<file path="config.mk">
export PLATFORM = sky130hd
export DESIGN_NAME = axi_lite_interconnect_s2m
export DESIGN_NICKNAME = d
export VERILOG_FILES = /design/src/rtl/axi_lite_interconnect_s2m.sv
export SDC_FILE = /design/constraint.sdc
export NUM_CORES = 1
export LEC_CHECK = 0
export ABC_AREA = 1
export BUFFER_PORTS_ARGS = -buffer_cell sky130_fd_sc_hd__buf_2
export CAP_MARGIN = 30
export CORE_AREA = 2 2 287 289
export CTS_BUF_LIST = sky130_fd_sc_hd__clkbuf_8
export CTS_CLUSTER_DIAMETER = 200
export DETAILED_ROUTE_END_ITERATION = 8
export DIE_AREA = 0 0 289 291
export PLACE_DENSITY = 0.3
export REMOVE_ABC_BUFFERS = 1
export SLEW_MARGIN = 20
export SYNTH_ARGS = -nofsm -noshare
export SYNTH_HDL_FRONTEND = slang
export SYNTH_SLANG_ARGS = --single-unit
</file>
<file path="constraint.sdc">
create_clock -name clock -period 2 [get_ports clock]
set_input_delay 0.1 -clock clock [delete_from_list [all_inputs] [get_ports clock]]
set_output_delay 0.1 -clock clock [all_outputs]
set_load 0.005 [all_outputs]
</file>
<file path="src/rtl/axi_lite_interconnect_s2m.sv">
// Single-master to multi-slave AXI-Lite demultiplexer. An address field selects the slave;
// indices with no slave behind them are answered locally with DECERR.
module axi_lite_interconnect_s2m #(
  parameter int unsigned NUM      = 4,
  parameter int unsigned ADDR_LSB = 12,
  parameter int unsigned ASIZE    = 32,
  parameter int unsigned DSIZE    = 32
) (
  input  logic                   clock,
  input  logic                   rst,
  // upstream port facing the master
  input  logic [ASIZE-1:0]       s00_axi_awaddr,
  input  logic                   s00_axi_awvalid,
  output logic                   s00_axi_awready,
  input  logic                   s00_axi_awlock,
  input  logic [DSIZE-1:0]       s00_axi_wdata,
  input  logic [DSIZE/8-1:0]     s00_axi_wstrb,
  input  logic                   s00_axi_wvalid,
  output logic                   s00_axi_wready,
  output logic [1:0]             s00_axi_bresp,
  output logic                   s00_axi_bvalid,
  input  logic                   s00_axi_bready,
  input  logic [ASIZE-1:0]       s00_axi_araddr,
  input  logic                   s00_axi_arvalid,
  output logic                   s00_axi_arready,
  input  logic                   s00_axi_arlock,
  output logic [DSIZE-1:0]       s00_axi_rdata,
  output logic [1:0]             s00_axi_rresp,
  output logic                   s00_axi_rvalid,
  input  logic                   s00_axi_rready,
  // downstream ports, slave k occupies slice k of each vector
  output logic [NUM*ASIZE-1:0]   m00_axi_awaddr,
  output logic [NUM-1:0]         m00_axi_awvalid,
  input  logic [NUM-1:0]         m00_axi_awready,
  output logic [NUM-1:0]         m00_axi_awlock,
  output logic [NUM*DSIZE-1:0]   m00_axi_wdata,
  output logic [NUM*DSIZE/8-1:0] m00_axi_wstrb,
  output logic [NUM-1:0]         m00_axi_wvalid,
  input  logic [NUM-1:0]         m00_axi_wready,
  input  logic [NUM*2-1:0]       m00_axi_bresp,
  input  logic [NUM-1:0]         m00_axi_bvalid,
  output logic [NUM-1:0]         m00_axi_bready,
  output logic [NUM*ASIZE-1:0]   m00_axi_araddr,
  output logic [NUM-1:0]         m00_axi_arvalid,
  input  logic [NUM-1:0]         m00_axi_arready,
  output logic [NUM-1:0]         m00_axi_arlock,
  input  logic [NUM*DSIZE-1:0]   m00_axi_rdata,
  input  logic [NUM*2-1:0]       m00_axi_rresp,
  input  logic [NUM-1:0]         m00_axi_rvalid,
  output logic [NUM-1:0]         m00_axi_rready
);

  localparam int unsigned NSIZE = (NUM <= 2) ? 1 : (NUM <= 4) ? 2 : (NUM <= 8) ? 3 :
                                  (NUM <= 16) ? 4 : 5;

  typedef enum logic [2:0] {WIdle, WAddr, WResp, WErr, WBerr} w_state_e;
  typedef enum logic [1:0] {RIdle, RAddr, RData, RErr} r_state_e;

  w_state_e         w_state_q, w_state_d;
  r_state_e         r_state_q, r_state_d;
  logic [ASIZE-1:0] waddr_q, waddr_d, raddr_q, raddr_d;
  logic [NSIZE-1:0] widx_q, widx_d, ridx_q, ridx_d;
  logic             wlock_q, wlock_d, rlock_q, rlock_d;
  logic             aw_done_q, aw_done_d, w_done_q, w_done_d;

  logic [NSIZE-1:0] aw_idx, ar_idx;
  logic             aw_hit, ar_hit;
  logic [NUM-1:0]   wsel, rsel;
  logic             sel_awready, sel_wready, sel_bvalid, sel_arready, sel_rvalid;
  logic [1:0]       sel_bresp, sel_rresp;
  logic [DSIZE-1:0] sel_rdata;

  assign aw_idx = s00_axi_awaddr[ADDR_LSB +: NSIZE];
  assign ar_idx = s00_axi_araddr[ADDR_LSB +: NSIZE];
  assign aw_hit = 32'(aw_idx) < NUM;
  assign ar_hit = 32'(ar_idx) < NUM;

  // Out-of-range indices leave the select vectors all-zero, so no slave is touched.
  always_comb begin
    wsel        = '0;
    rsel        = '0;
    sel_awready = 1'b0;
    sel_wready  = 1'b0;
    sel_bvalid  = 1'b0;
    sel_bresp   = '0;
    sel_arready = 1'b0;
    sel_rvalid  = 1'b0;
    sel_rresp   = '0;
    sel_rdata   = '0;
    for (int k = 0; k < NUM; k++) begin
      if (widx_q == NSIZE'(k)) begin
        wsel[k]     = 1'b1;
        sel_awready = m00_axi_awready[k];
        sel_wready  = m00_axi_wready[k];
        sel_bvalid  = m00_axi_bvalid[k];
        sel_bresp   = m00_axi_bresp[2*k +: 2];
      end
      if (ridx_q == NSIZE'(k)) begin
        rsel[k]     = 1'b1;
        sel_arready = m00_axi_arready[k];
        sel_rvalid  = m00_axi_rvalid[k];
        sel_rresp   = m00_axi_rresp[2*k +: 2];
        sel_rdata   = m00_axi_rdata[DSIZE*k +: DSIZE];
      end
    end
  end

  always_ff @(posedge clock) begin
    if (rst) begin
      w_state_q <= WIdle;
      r_state_q <= RIdle;
      waddr_q   <= '0;
      raddr_q   <= '0;
      widx_q    <= '0;
      ridx_q    <= '0;
      wlock_q   <= 1'b0;
      rlock_q   <= 1'b0;
      aw_done_q <= 1'b0;
      w_done_q  <= 1'b0;
    end else begin
      w_state_q <= w_state_d;
      r_state_q <= r_state_d;
      waddr_q   <= waddr_d;
      raddr_q   <= raddr_d;
      widx_q    <= widx_d;
      ridx_q    <= ridx_d;
      wlock_q   <= wlock_d;
      rlock_q   <= rlock_d;
      aw_done_q <= aw_done_d;
      w_done_q  <= w_done_d;
    end
  end

  always_comb begin
    w_state_d = w_state_q;
    waddr_d   = waddr_q;
    widx_d    = widx_q;
    wlock_d   = wlock_q;
    aw_done_d = aw_done_q;
    w_done_d  = w_done_q;
    unique case (w_state_q)
      WIdle: begin
        if (s00_axi_awvalid) begin
          waddr_d   = s00_axi_awaddr;
          widx_d    = aw_idx;
          wlock_d   = s00_axi_awlock;
          w_state_d = aw_hit ? WAddr : WErr;
        end
      end
      WAddr: begin
        aw_done_d = aw_done_q | sel_awready;
        w_done_d  = w_done_q | (s00_axi_wvalid & sel_wready);
        if (aw_done_d && w_done_d) w_state_d = WResp;
      end
      WResp: begin
        if (sel_bvalid && s00_axi_bready) begin
          w_state_d = WIdle;
          aw_done_d = 1'b0;
          w_done_d  = 1'b0;
        end
      end
      WErr:    if (s00_axi_wvalid) w_state_d = WBerr;
      WBerr:   if (s00_axi_bready) w_state_d = WIdle;
      default: w_state_d = WIdle;
    endcase
  end

  always_comb begin
    s00_axi_awready = 1'b0;
    s00_axi_wready  = 1'b0;
    s00_axi_bvalid  = 1'b0;
    s00_axi_bresp   = '0;
    m00_axi_awvalid = '0;
    m00_axi_wvalid  = '0;
    m00_axi_bready  = '0;
    m00_axi_awlock  = '0;
    unique case (w_state_q)
      WIdle: s00_axi_awready = 1'b1;
      WAddr: begin
        m00_axi_awvalid = wsel & {NUM{~aw_done_q}};
        m00_axi_wvalid  = wsel & {NUM{s00_axi_wvalid & ~w_done_q}};
        s00_axi_wready  = sel_wready & ~w_done_q;
      end
      WResp: begin
        s00_axi_bvalid = sel_bvalid;
        s00_axi_bresp  = sel_bresp;
        m00_axi_bready = wsel & {NUM{s00_axi_bready}};
      end
      WErr: s00_axi_wready = 1'b1;
      WBerr: begin
        s00_axi_bvalid = 1'b1;
        s00_axi_bresp  = 2'b11;
      end
      default: ;
    endcase
    if (w_state_q != WIdle) m00_axi_awlock = wsel & {NUM{wlock_q}};
  end

  always_comb begin
    r_state_d = r_state_q;
    raddr_d   = raddr_q;
    ridx_d    = ridx_q;
    rlock_d   = rlock_q;
    unique case (r_state_q)
      RIdle: begin
        if (s00_axi_arvalid) begin
          raddr_d   = s00_axi_araddr;
          ridx_d    = ar_idx;
          rlock_d   = s00_axi_arlock;
          r_state_d = ar_hit ? RAddr : RErr;
        end
      end
      RAddr:   if (sel_arready) r_state_d = RData;
      RData:   if (sel_rvalid && s00_axi_rready) r_state_d = RIdle;
      RErr:    if (s00_axi_rready) r_state_d = RIdle;
      default: r_state_d = RIdle;
    endcase
  end

  always_comb begin
    s00_axi_arready = 1'b0;
    s00_axi_rvalid  = 1'b0;
    s00_axi_rdata   = '0;
    s00_axi_rresp   = '0;
    m00_axi_arvalid = '0;
    m00_axi_rready  = '0;
    m00_axi_arlock  = '0;
    unique case (r_state_q)
      RIdle: s00_axi_arready = 1'b1;
      RAddr: m00_axi_arvalid = rsel;
      RData: begin
        s00_axi_rvalid = sel_rvalid;
        s00_axi_rdata  = sel_rdata;
        s00_axi_rresp  = sel_rresp;
        m00_axi_rready = rsel & {NUM{s00_axi_rready}};
      end
      RErr: begin
        s00_axi_rvalid = 1'b1;
        s00_axi_rresp  = 2'b11;
      end
      default: ;
    endcase
    if (r_state_q != RIdle) m00_axi_arlock = rsel & {NUM{rlock_q}};
  end

  // Address and write data are broadcast; only the valids qualify them per slave.
  assign m00_axi_awaddr = {NUM{waddr_q}};
  assign m00_axi_araddr = {NUM{raddr_q}};
  assign m00_axi_wdata  = {NUM{s00_axi_wdata}};
  assign m00_axi_wstrb  = {NUM{s00_axi_wstrb}};

endmodule

</file>
== Word-level counts from Yosys, hierarchy flattened ==
Cells that the tools add are included.

* Register bits after elaboration: 77
* Logic and storage cells: 129
* Input port bits: 273
* Output and inout bits: 469

* Reductions and logical operators: 15
* Equal/unequal tests: 22
* Bitwise gates (word level): 13
* Mux-type cells: 69

{| class="wikitable"
|+ Operator list
! kind !! number
|-
| $mux 32 || 5
|-
| $mux 1 || 31
|-
| $mux 4 || 7
|-
| $and 4x4->4 || 6
|-
| $mux 2 || 12
|-
| $ne 2x2->1 const B || 9
|-
| $mux 3 || 5
|-
| $pmux 3 s5 || 1
|-
| $eq 2x2->1 const B || 6
|-
| $pmux 1 s2 || 5
|-
| $pmux 2 s2 || 2
|-
| $pmux 2 s4 || 1
|-
| $eq 2x1->1 const B || 3
|-
| $eq 3x2->1 const B || 2
|-
| $logic_not 2->1 || 3
|-
| $reduce_and 2->1 || 3
|-
| $reduce_and 5->1 || 1
|-
| $reduce_and 4->1 || 1
|-
| $reduce_bool 2->1 || 2
|-
| $and 1x1->1 || 3
|-
| $eq 3x1->1 const B || 1
|-
| $eq 3x3->1 const B || 1
|-
| $logic_and 1x1->1 || 3
|-
| $logic_not 3->1 || 1
|-
| other kinds (3) || 5
|}

== Longest topological paths before layout ==
* Depth after elaboration: 10
* Gate-level depth with buffers: 12
* Gate-level depth less buffers: 11

== Least setup slack after synthesis ==
No wires, ideal clock.

* Kind: register -> output
* From: reg, netlist name raddr_q[12]
* To: out s00_axi_rdata[10]
* Arrival time: 1.295 ns
* Buffers on the path: 3
* Stages on the path, launching flop included: 10
* Data required time: 1.900 ns
* Slack: 0.605 ns
* Cells stage by stage: dfxtp_1 -> inv_1 -> buf_4 -> nor2_1 -> buf_4 -> buf_4 -> nand2_1 -> nand3_1 -> o211ai_1 -> inv_1

{| class="wikitable"
|+ RTL lines
! element !! line !! text
|-
| end: declaration || 27 || <nowiki>output logic [DSIZE-1:0] s00_axi_rdata,</nowiki>
|}

== Final worst setup path ==
* From: reg r_state_q[1]
* To: out s00_axi_rdata[30]

* Longest elaborated chain between the ends: 2

{| class="wikitable"
|+ Ends and longest elaborated chain
! element !! line !! text
|-
| start: declaration || 60 || <nowiki>r_state_e r_state_q, r_state_d;</nowiki>
|-
| start signal: assignment || 111 || <nowiki>r_state_q <= RIdle;</nowiki>
|-
| start signal: assignment || 122 || <nowiki>r_state_q <= r_state_d;</nowiki>
|-
| $eq 2x2->1 || 228 || <nowiki>unique case (r_state_q)</nowiki>
|-
| $mux 32 || 228 ||
|}

Every way passes these cells.

==> run summary <==
Walking the worst path, the cells encountered are inv_1 -> nor2_2 -> buf_12 -> inv_1 -> a21oi_2 -> buf_2. sky130_fd_sc_hd__buf_4 takes more of the synthesized area than any other cell. During I/O placement, the number of pins put on the boundary was 742. The startpoint of the worst register-to-register path was r_state_q[0]. The wire length of the first global-routing pass is 51.7 mm, and the die extent in y is 291 microns. Across all hold checks on the routed design, the worst slack comes to 0.0730 ns. The time the worst path needs with I/O delays and setup was 1.91 ns; the post-layout net count was 1,558.

The die covers 84,100 sq um. Measured along the x axis, the die boundary spans 289 microns. The tools report the sequential fraction of the synthesis area as 21.7%. The via count of the first global-routing pass is 7,035. The effective utilization at floorplan is 8.31%, and the total power of the final layout is 7.56 mW.

Counting along the longest clock path gives a buffer depth of 2. Across all layers, the routed design uses 7,521 vias. Across all register-to-register paths, the minimum setup slack is 0.41 ns. The number of H-tree levels came out at 3.

The synthesized area per cell came out at 6.76 sq um. The detail route stage leaves a number of antenna-violating nets equal to 0. After detailed routing, the average wire length per cell comes to 16.5 microns.

The count of placed standard cells in the final layout, fillers left out is 2,368. Setup repair after global routing could not meet its margin everywhere. Wires add up to 39.2 mm.

TritonCTS created 9 clock buffers. TritonCTS built the clock tree. Critical path launch point: r_state_q[1].

The total iterations of the first detailed-routing run came out at 5. The share of total power dissipated in sequential elements is 28.7%. The tools report the routability congestion estimate as 0.766. The number of max-slew violations in the final report is 0, and the portion of synthesized cell area occupied by the leading cell type is 38.1%. Clock-pin slew was measured on the worst setup and hold paths at 0.08 ns. Largest stage delay on the critical path: 0.41 ns. The flip-flop cell with the highest count after synthesis is sky130_fd_sc_hd__dfxtp_1. The flow ran to the end, and the final reports show no timing, DRC or antenna violations. The region available for standard cell placement spans 81,200 sq um. The overall fraction of global-route tracks in use is 8.77%. The HPWL after detailed placement is 32.5 mm. Among the stages of the critical path, the cell type that occurs most often is sky130_fd_sc_hd__inv_1. In this run, synthesis inferred 0 flip-flops with an integrated enable. The worst vdd rail ir drop was 0.311 mV; the power per standard cell area was 804 nW/um^2. Yosys attributes the largest share of cell area to sky130_fd_sc_hd__buf_4, sky130_fd_sc_hd__dfxtp_1, sky130_fd_sc_hd__nand2_1.

The path class of the tightest hold or removal check is in -> reg. Clock tree synthesis selected as its root buffer the cell sky130_fd_sc_hd__clkbuf_8. The clock network is responsible for 18.7% of the overall power. The slowest stage of the critical path belongs to the cell sky130_fd_sc_hd__dfxtp_2. In this run the cell area measured after placement is 8330 sq um. In this run, distinct cell masters in the synthesized netlist total 31.

From synthesis to final layout, the design area changed by 39.4%. Using the TritonRoute via totals, the vias-per-cell ratio works out to 3.18. The initial antenna violation count was 9. The start point of the worst min-delay path is s00_axi_araddr[13].

In this run the power spent charging and discharging nets is 3.38 mW. The largest fanout on the critical path was 27; the number of endpoints failing setup at the final stage was 0. For this run, design rule violations remaining after detail routing come to 0. The startpoint kind of the worst setup timing path was a flip-flop. During placement, the flow inserted port buffers numbering 561. Hold violation count in the final report: 0.

The number of standard cells after synthesis is 998. The internal portion of the total power is 4.18 mW. The logs give 9410 sq um for the area of all placed cells without fillers and 40 for the largest net degree at the start of global routing.

The tools report the number of placed instances, taps included as 2,269. The endpoint arrival time on the critical path was 1.81 ns. The nature of the critical path endpoint was an output port. The setup path with the least slack is of type reg -> out.

The clock net in this run drives a total of 73 sinks. In this run the cell area of the synthesized design comes to 6750 sq um. During synthesis, Yosys emitted a total of 0 warnings. For the leftover overflow at the end of global routing, the log shows 0. In this run switching power makes up 44.8% of total power.

Max-cap violations in this run came to 0. For this design the static power due to leakage is 4.85 nW. The later pin in the worst-skew pair is clocked with a latency of 0.42 ns. The tools report the share of power burned in combinational logic as 52.6%. Timing would allow up to 0.523 GHz.

At the pin with the least slew margin, the transition time is 0.519 ns. The register bit total from synthesis came out at 73. The clock tree skew after final layout was 0.0191 ns. In the synthesized netlist the async set-or-reset flop fraction comes to 0%. The required arrival time at the worst endpoint was 1.90 ns; the final worst-path cycle share was 95.7%.

The worst pin sits at a relative slew slack of 64.5%. After the first detailed-routing iteration, the DRC count stood at 296. The initialized floorplan defines 105 standard-cell rows. The proportion of layout cells with a drive suffix above 1 came out at 50.2%.
## synth_stat cells (all sizes together) (13+ instances only)
master  count
nor2      119
inv        46
o21ai      72
nand2     126
o221ai     16
a21oi      57
o211ai     16
nor3       13
dfxtp      73
clkbuf     23
nand3      59
buf       359
## metrics by stage
step / setup TNS (ns) / utilization (%) / worst slack (ns)
floorplan: -13.32 / - / -0.374
global placement: 0 / 10.3 / 0.161
detailed placement: 0 / 10.3 / 0.176
CTS: -0.00769 / 11.4 / -0.00769
global route: -0.311 / 11.6 / -0.0548
finish: 0 / 11.6 / 0.0862
## kinds of logic after synthesis
kind of cell    Yosys count  share of synthesized area (%)
buf+inv                 429                           43.3
simple gates            328                           20.6
compound gates          168                           14.4
flops                    73                           21.7
## final cells by class
type | instances | area, sq um
Fill cell | 9578 | 71800
Multi-Input combinational cell | 496 | 2410
Sequential cell | 73 | 1470
Clock inverter | 7 | 95.1
Tap cell | 1070 | 1340
Clock buffer | 9 | 124
Inverter | 47 | 179
Timing Repair Buffer | 658 | 3760
Antenna cell | 8 | 20.0
## metal layers
layer	routed length, microns	GRT usage [%]
met5	353	3.37
met1	15300	9.61
met4	525	2.14
met3	6040	5.63
met2	17000	13.7
## sequential cells by signal, summed over array words and instances (netlist names)
| name | count |
|---|---|
| r_state_q | 2 |
| aw_done_q | 1 |
| w_done_q | 1 |
| wlock_q | 1 |
| waddr_q | 32 |
| w_state_q | 3 |
| raddr_q | 32 |
| rlock_q | 1 |
## worst paths after layout
check,to,depth (start not counted)
max reg2reg,raddr_q[18],5
min,raddr_q[13],3
max,s00_axi_rdata[30],6
min reg2reg,wlock_q,2
## power by group through the flow
stage	Combinational, mW	Sequential, mW	Clock (mW)
after global routing	4.44	2.22	1.59
after detailed placement	3.80	2.20	0
final	3.98	2.17	1.41
after CTS	3.96	2.18	1.54
after floorplan	1.47	2.26	0
after global placement	3.84	2.19	0
## worst max-delay path: cells and delay by family (launching register included)
| kind | cells | cell delay (ns) |
|---|---|---|
| buffers and inverters | 4 | 0.62 |
| AOI/OAI and AO/OA | 1 | 0.23 |
| DFF | 1 | 0.41 |
| and+or+nand+nor | 1 | 0.13 |
## timing repair
| action | in CTS | in global routing |
|---|---|---|
| buffers inserted | 0 | 7 |
| resized for setup | 18 | 15 |
| endpoints found under the setup margin | 26 | 35 |
| hold endpoints to repair | 66 | 0 |
| pin swaps | 0 | 1 |
| hold buffers | 68 | 0 |
## cells in the final DEF, fill, tap and decap left out, types with 2 or more instances in the layout
cell type / Yosys / layout
sky130_fd_sc_hd__nor2_4: 1 / 5
sky130_fd_sc_hd__buf_2: 16 / 561
sky130_fd_sc_hd__o21ai_1: 1 / 2
sky130_fd_sc_hd__nand3_2: 0 / 2
sky130_fd_sc_hd__o221ai_1: 16 / 16
sky130_fd_sc_hd__or2_2: 9 / 9
sky130_fd_sc_hd__dlygate4sd3_1: 0 / 68
sky130_fd_sc_hd__bufinv_16: 0 / 2
sky130_fd_sc_hd__inv_1: 40 / 39
sky130_fd_sc_hd__nor2_1: 112 / 109
sky130_fd_sc_hd__dfxtp_1: 73 / 68
sky130_fd_sc_hd__o211ai_1: 16 / 16
sky130_fd_sc_hd__nand2_4: 1 / 2
sky130_fd_sc_hd__a21oi_2: 0 / 2
sky130_fd_sc_hd__clkbuf_8: 0 / 9
sky130_fd_sc_hd__buf_4: 342 / 22
sky130_fd_sc_hd__buf_6: 1 / 3
sky130_fd_sc_hd__clkinvlp_4: 0 / 3
sky130_fd_sc_hd__inv_2: 6 / 7
sky130_fd_sc_hd__diode_2: 0 / 8
sky130_fd_sc_hd__nor2_2: 6 / 5
sky130_fd_sc_hd__nand3_1: 59 / 57
sky130_fd_sc_hd__dfxtp_4: 0 / 2
sky130_fd_sc_hd__o22ai_1: 3 / 3
sky130_fd_sc_hd__nand2_2: 3 / 3
sky130_fd_sc_hd__o21ai_0: 70 / 69
sky130_fd_sc_hd__a221oi_1: 2 / 2
sky130_fd_sc_hd__buf_12: 0 / 3
sky130_fd_sc_hd__nor3_1: 13 / 13
sky130_fd_sc_hd__dfxtp_2: 0 / 3
sky130_fd_sc_hd__nand2_1: 122 / 121
sky130_fd_sc_hd__a21oi_1: 56 / 54
Power figures use the tool's default switching activity.
